**config.mk**
```make
export PLATFORM = sky130hd
export DESIGN_NAME = program_loader
export DESIGN_NICKNAME = d
export VERILOG_FILES = /design/src/rtl/loader_pkg.sv /design/src/rtl/byte_assembler.sv /design/src/rtl/program_loader.sv
export SDC_FILE = /design/constraint.sdc
export NUM_CORES = 1
export LEC_CHECK = 0
export CAP_MARGIN = 30
export CORE_UTILIZATION = 55
export CTS_BUF_LIST = sky130_fd_sc_hd__clkbuf_8
export CTS_CLUSTER_SIZE = 16
export DETAILED_ROUTE_END_ITERATION = 12
export GPL_ROUTABILITY_DRIVEN = 0
export PLACE_DENSITY = 0.78
export SYNTH_ARGS = -nofsm -noshare
export SYNTH_HDL_FRONTEND = slang
export SYNTH_HIERARCHICAL = 1
export SYNTH_SLANG_ARGS = --single-unit
```
**constraint.sdc**
```tcl
create_clock -name clock -period 4.79 [get_ports clock]
set_input_delay 0.479 -clock clock [delete_from_list [all_inputs] [get_ports clock]]
set_output_delay 0.479 -clock clock [all_outputs]
set_load 0.1 [all_outputs]
```
**src/rtl/loader_pkg.sv**
```systemverilog
// Shared types and constants for the byte-stream program loader.
package loader_pkg;

  typedef enum logic [2:0] {
    ST_IDLE,
    ST_TARGET,
    ST_LEN0,
    ST_LEN1,
    ST_DATA,
    ST_CHECK,
    ST_RUN
  } state_t;

  localparam logic [7:0] TGT_IMEM = 8'h00;
  localparam logic [7:0] TGT_RF   = 8'h01;
  localparam logic [7:0] TGT_GO   = 8'hFF;

  localparam int unsigned RF_WORDS = 32;
  localparam int unsigned IMEM_BPW = 4;
  localparam int unsigned RF_BPW   = 8;

endpackage

```
**src/rtl/byte_assembler.sv**
```systemverilog
// Little-endian word assembler: shifts accepted bytes in and flags the byte that completes a word.
module byte_assembler
  import loader_pkg::*;
(
  input  logic        clock,
  input  logic        reset,
  input  logic        clr,
  input  logic        en,
  input  logic        wide,
  input  logic [7:0]  data,
  output logic        word_done,
  output logic [63:0] word
);

  logic [63:0] sh_q;
  logic [63:0] sh_next;
  logic [2:0]  cnt_q;
  logic        last;

  // word includes the byte being accepted now, so the caller can register it alongside the strobe
  always_comb begin
    sh_next   = {data, sh_q[63:8]};
    last      = wide ? (cnt_q == 3'(RF_BPW - 1)) : (cnt_q == 3'(IMEM_BPW - 1));
    word_done = en && last;
    word      = wide ? sh_next : {32'h0, sh_next[63:32]};
  end

  always_ff @(posedge clock or negedge reset) begin
    if (!reset) begin
      sh_q  <= '0;
      cnt_q <= '0;
    end else if (clr) begin
      sh_q  <= '0;
      cnt_q <= '0;
    end else if (en) begin
      sh_q  <= sh_next;
      cnt_q <= last ? '0 : cnt_q + 3'd1;
    end
  end

endmodule

```
**src/rtl/program_loader.sv**
```systemverilog
// Framed byte-stream boot loader: writes IMEM/RF images and releases the core on a valid go frame.
module program_loader
  import loader_pkg::*;
#(
  parameter int unsigned IMEM_AW = 8,
  parameter logic [7:0]  SYNC    = 8'hA5
) (
  input  logic               clock,
  input  logic               reset,
  input  logic               in_valid,
  output logic               in_ready,
  input  logic [7:0]         in_data,
  output logic               imem_we,
  output logic [IMEM_AW-1:0] imem_addr,
  output logic [31:0]        imem_wdata,
  output logic               rf_we,
  output logic [4:0]         rf_addr,
  output logic [63:0]        rf_wdata,
  output logic               cpu_hold,
  output logic               done,
  output logic               error
);

  state_t      state_q, state_d;
  logic [7:0]  tgt_q, tgt_d;
  logic [15:0] len_q, len_d;
  logic [15:0] widx_q, widx_d;
  logic [7:0]  chk_q, chk_d;
  logic        err_q, err_d;

  logic        accept;
  logic [15:0] lenv;
  logic        len_bad;
  logic        asm_clr, asm_en, word_done;
  logic [63:0] asm_word;

  assign in_ready = (state_q != ST_RUN);
  assign cpu_hold = (state_q != ST_RUN);
  assign done     = (state_q == ST_RUN);
  assign error    = err_q;
  assign accept   = in_valid && in_ready;
  assign lenv     = {in_data, len_q[7:0]};

  always_comb begin
    len_bad = 1'b0;
    unique case (tgt_q)
      TGT_IMEM: len_bad = 32'(lenv) > (32'd1 << IMEM_AW);
      TGT_RF:   len_bad = lenv > 16'(RF_WORDS);
      default:  len_bad = lenv != 16'd0;
    endcase
  end

  byte_assembler u_asm (
    .clock     (clock),
    .reset     (reset),
    .clr       (asm_clr),
    .en        (asm_en),
    .wide      (tgt_q == TGT_RF),
    .data      (in_data),
    .word_done (word_done),
    .word      (asm_word)
  );

  always_comb begin
    state_d = state_q;
    tgt_d   = tgt_q;
    len_d   = len_q;
    widx_d  = widx_q;
    chk_d   = chk_q;
    err_d   = err_q;
    asm_clr = 1'b0;
    asm_en  = 1'b0;
    if (accept) begin
      unique case (state_q)
        ST_IDLE: begin
          if (in_data == SYNC) begin
            state_d = ST_TARGET;
            chk_d   = '0;
            widx_d  = '0;
            asm_clr = 1'b1;
          end
        end
        ST_TARGET: begin
          chk_d = chk_q ^ in_data;
          tgt_d = in_data;
          if (in_data == TGT_IMEM || in_data == TGT_RF || in_data == TGT_GO) begin
            state_d = ST_LEN0;
          end else begin
            err_d   = 1'b1;
            state_d = ST_IDLE;
          end
        end
        ST_LEN0: begin
          chk_d       = chk_q ^ in_data;
          len_d[7:0]  = in_data;
          state_d     = ST_LEN1;
        end
        ST_LEN1: begin
          chk_d       = chk_q ^ in_data;
          len_d[15:8] = in_data;
          if (len_bad) begin
            err_d   = 1'b1;
            state_d = ST_IDLE;
          end else if (lenv == 16'd0) begin
            state_d = ST_CHECK;
          end else begin
            state_d = ST_DATA;
          end
        end
        ST_DATA: begin
          chk_d  = chk_q ^ in_data;
          asm_en = 1'b1;
          if (word_done) begin
            widx_d = widx_q + 16'd1;
            if (widx_q + 16'd1 == len_q) state_d = ST_CHECK;
          end
        end
        ST_CHECK: begin
          state_d = ST_IDLE;
          if ((chk_q ^ in_data) != 8'h00) err_d = 1'b1;
          else if (tgt_q == TGT_GO && !err_q) state_d = ST_RUN;
        end
        default: ;
      endcase
    end
  end

  always_ff @(posedge clock or negedge reset) begin
    if (!reset) begin
      state_q <= ST_IDLE;
      tgt_q   <= '0;
      len_q   <= '0;
      widx_q  <= '0;
      chk_q   <= '0;
      err_q   <= 1'b0;
    end else begin
      state_q <= state_d;
      tgt_q   <= tgt_d;
      len_q   <= len_d;
      widx_q  <= widx_d;
      chk_q   <= chk_d;
      err_q   <= err_d;
    end
  end

  // Strobes and write data register off the completing byte, landing one cycle after it
  always_ff @(posedge clock or negedge reset) begin
    if (!reset) begin
      imem_we    <= 1'b0;
      imem_addr  <= '0;
      imem_wdata <= '0;
      rf_we      <= 1'b0;
      rf_addr    <= '0;
      rf_wdata   <= '0;
    end else begin
      imem_we <= word_done && (tgt_q == TGT_IMEM);
      rf_we   <= word_done && (tgt_q == TGT_RF);
      if (word_done && tgt_q == TGT_IMEM) begin
        imem_addr  <= widx_q[IMEM_AW-1:0];
        imem_wdata <= asm_word[31:0];
      end
      if (word_done && tgt_q == TGT_RF) begin
        rf_addr  <= widx_q[4:0];
        rf_wdata <= asm_word;
      end
    end
  end

endmodule

```
==> reports/metrics.cfg <==
[yosys]
synthesis.area_um2=10600
synth_compound_area_frac=0.0540
synth_top_area_frac=0.527
synth_cell_type_count=66
syn-num-nets=1010
synth_top_family_by_area=simple AND/OR/NAND/NOR gates
synth-adder-area-share=0.00356
synthSimpleGateAreaFrac=0.189
yosys_warnings=6
async_flop_share=1.00
ys.flop_type=dfrtp_1
synth.mux.area_fraction=0.160
synthCells=996
syn-mean-instance-area_um2=10.6
yosys.area.top_type=dfrtp_1
seq_area_frac_synth=0.527
ys_seq_elements=222
yosys.area_share.xor_xnor=0.0273
synth.area.top_cells=dfrtp_1 (53%), mux2_2 (9.2%), nand2_1 (8.1%), mux2i_1 (5.5%), nor2_1 (2.9%)
synth-edff-count=0

[floorplan]
die-area_um2=19700
io_pins=126
core-area_um2=18800
die_y_um=141
placementRows=50
die_width_um=141
floorplan.initialDensity=0.562

[worst_setup_path]
required_ns=5.20
path_max_fanout=9
timing.rr.start=widx_q[0]
crit_slowest_cell=or4_2
worstSetupEndpointType=flip-flop
critPathKind=reg2reg
path_cells=ha_1 -> nand3_2 -> or4_2 -> xnor2_1 -> or4_4 -> a2111oi_4 -> nor2_1 -> o31a_1
worst_setup_path_start_kind=flip-flop
cpPeakStageDelay_ns=0.76
crit_arrival_ns=3.90
crit_buf_inv=0
crit_family=simple AND/OR/NAND/NOR gates
timing.critical_path.from=widx_q[0]

[sta]
period_share=0.729
worstMarginPinSlew_ns=1.01
slew_violations=0
timing.setup.tns_ns=0
final_hold_viol_count=5
final-setup-viol-count=0
fin_skew_ns=0.0224
relSlewSlack=0.327
rsz0062_at_grt=false
fin_crit_ns=3.49
fmax_mhz=286
timing.hold.ws_ns=-0.0135

[cts]
clk_latency_ns=0.53
cts_sinks=222
cts_root_buf=clkbuf_8
clock_path_buffers=3
cts_tree=yes
htreeDepth=2
cts.reportedPaths.clkPinSlew_ns=0.06
cts.repair.resized=0
cts_buffers=37
post_cts_buffers=0
cts_hold_buf=0

[layout]
area_delta_synth_final_pct=19.5
antenna_cells=0
nets=1124
drive_gt1_frac=0.167

[pwr]
max-vdd-ir-drop_uv=242
p_leak_nw=6.01
total_power_mw=5.93
powerDensity_nw_per_um2=470

[detailed_routing]
wl_um=24700
drcViolationCount=0
drtAntennaViolNets=0
viasPerCell=5.62
dr_total_vias=7687
drtPass1Iterations=5
drt_iter0_markers=598
drt-wirelength-per-cell_um=18.0

[run]
maxCapViolCount=0

[grt]
overflow=0
grt_pass1_vias=7546
grt_max_degree=119
antenna_found_initial=0
grt_pass1_wl_um=40700
track_usage=0.261

[min_path]
hold_path_class=in2async

[outcome]
violations=negative hold slack
status=finished with violations

[placement]
port_buffers=125
hpwl_um=15900

==> power breakdown <==
part           leakage (nW)  switching [mW]  internal [mW]
Combinational          2.62           0.941          0.626
Clock                 0.428           0.751          0.955
Sequential             2.96           0.416           2.24
Total                  6.01            2.11           3.82
==> state kept, by name (all words and copies together), names as in the netlist, 3 cells and up <==
signal and flops:
u_asm/sh_q 56, u_asm/cnt_q 3, chk_q 8, tgt_q 8, imem_addr 8, len_q 16
rf_wdata 64, widx_q 16, rf_addr 5, imem_wdata 32, state_q 3
==> cell families after synthesis <==
kind of cell | after synthesis
muxes | 154
buffers and inverters | 70
and+or+nand+nor | 427
AOI/OAI and AO/OA | 88
adders and majority gates | 3
xor gates and xnor gates | 32
DFF | 222
==> layout make-up <==
| type | count | area, um2 |
|---|---|---|
| timing repair buffer | 137 | 1380 |
| inverter | 8 | 30.0 |
| fill | 1410 | 6160 |
| clock inverter | 16 | 104 |
| multi-input combinational | 704 | 4590 |
| sequential | 222 | 5560 |
| clock buffer | 48 | 661 |
| tap | 234 | 293 |
==> cell usage after synthesis, drive strengths merged (2+ instances only) <==
| cell type | count |
|---|---|
| a31oi | 2 |
| o32ai | 2 |
| o21a | 2 |
| dfrtp | 222 |
| inv | 8 |
| o21ai | 46 |
| nand3b | 2 |
| o31a | 2 |
| xor2 | 16 |
| a311oi | 2 |
| ha | 3 |
| nand2 | 230 |
| xnor2 | 16 |
| nor2 | 83 |
| nor4 | 5 |
| mux2i | 58 |
| mux2 | 96 |
| nand2b | 10 |
| a22oi | 3 |
| or3 | 2 |
| buf | 31 |
| nor3 | 8 |
| nor2b | 5 |
| and4 | 2 |
| nor3b | 2 |
| clkbuf | 31 |
| nand4 | 10 |
| a2111oi | 3 |
| nand3 | 11 |
| o31ai | 7 |
| or4 | 8 |
| a21oi | 12 |
| and2 | 34 |
| and3 | 8 |
| or2 | 4 |
==> worst paths after layout <==
| check | end | slack, ns | cells past startpoint |
|---|---|---|---|
| worst max-delay path | state_q[2] | 1.30 | 8 |
| worst min-delay path | rf_wdata[44] | -0.01 | 1 |
| max in group asynchronous | u_asm/sh_q[30] | 3.73 | 2 |
| worst max register to register | state_q[2] | 1.30 | 8 |
| min in group clock | rf_wdata[46] | 0.47 | 2 |
| worst min register to register | rf_wdata[46] | 0.47 | 2 |
==> layer usage <==
metal | vias up | GRT usage | wire length (um)
met4 | 0 | 0.0721 | 400
met1 | 3812 | 0.385 | 11600
li1 | 3585 | - | -
met2 | 254 | 0.392 | 11200
met3 | 36 | 0.0544 | 1570
met5 | - | 0 | 0
==> stage by stage <==
stage	setup slack (ns)	hold slack [ns]	cells	instance area, um2	util
after floorplan	1.80	0.183	996	10600	-
after detailed placement	1.33	0.461	1304	11800	0.630
final	1.30	-0.0135	1369	12600	0.672
after global routing	1.14	0.0532	1369	12600	0.672
after global placement	1.39	0.458	1303	11800	0.629
after CTS	1.32	0.0157	1368	12600	0.671
==> placed cells by master (no fill, tap or decap), drive strengths merged, types with 2 or more instances in the layout <==
cell type        n
nor4             5
clkinv           3
or3              2
a21oi           12
nand3b           2
clkdlybuf4s50  124
nand2b          10
nor2            83
mux2            96
and4             2
buf             13
and3             8
a22oi            3
or4              8
o32ai            2
o21a             2
and2            34
mux2i           58
nand2          230
or2              4
clkbuf          48
nor3b            2
nand3           11
nand4           10
ha               3
a311oi           2
o31a             2
nor2b            5
o21ai           46
dfrtp          222
o31ai            7
inv             19
a2111oi          3
xnor2           16
a31oi            2
nor3             8
xor2            16
(Power assumes the default switching activity.)
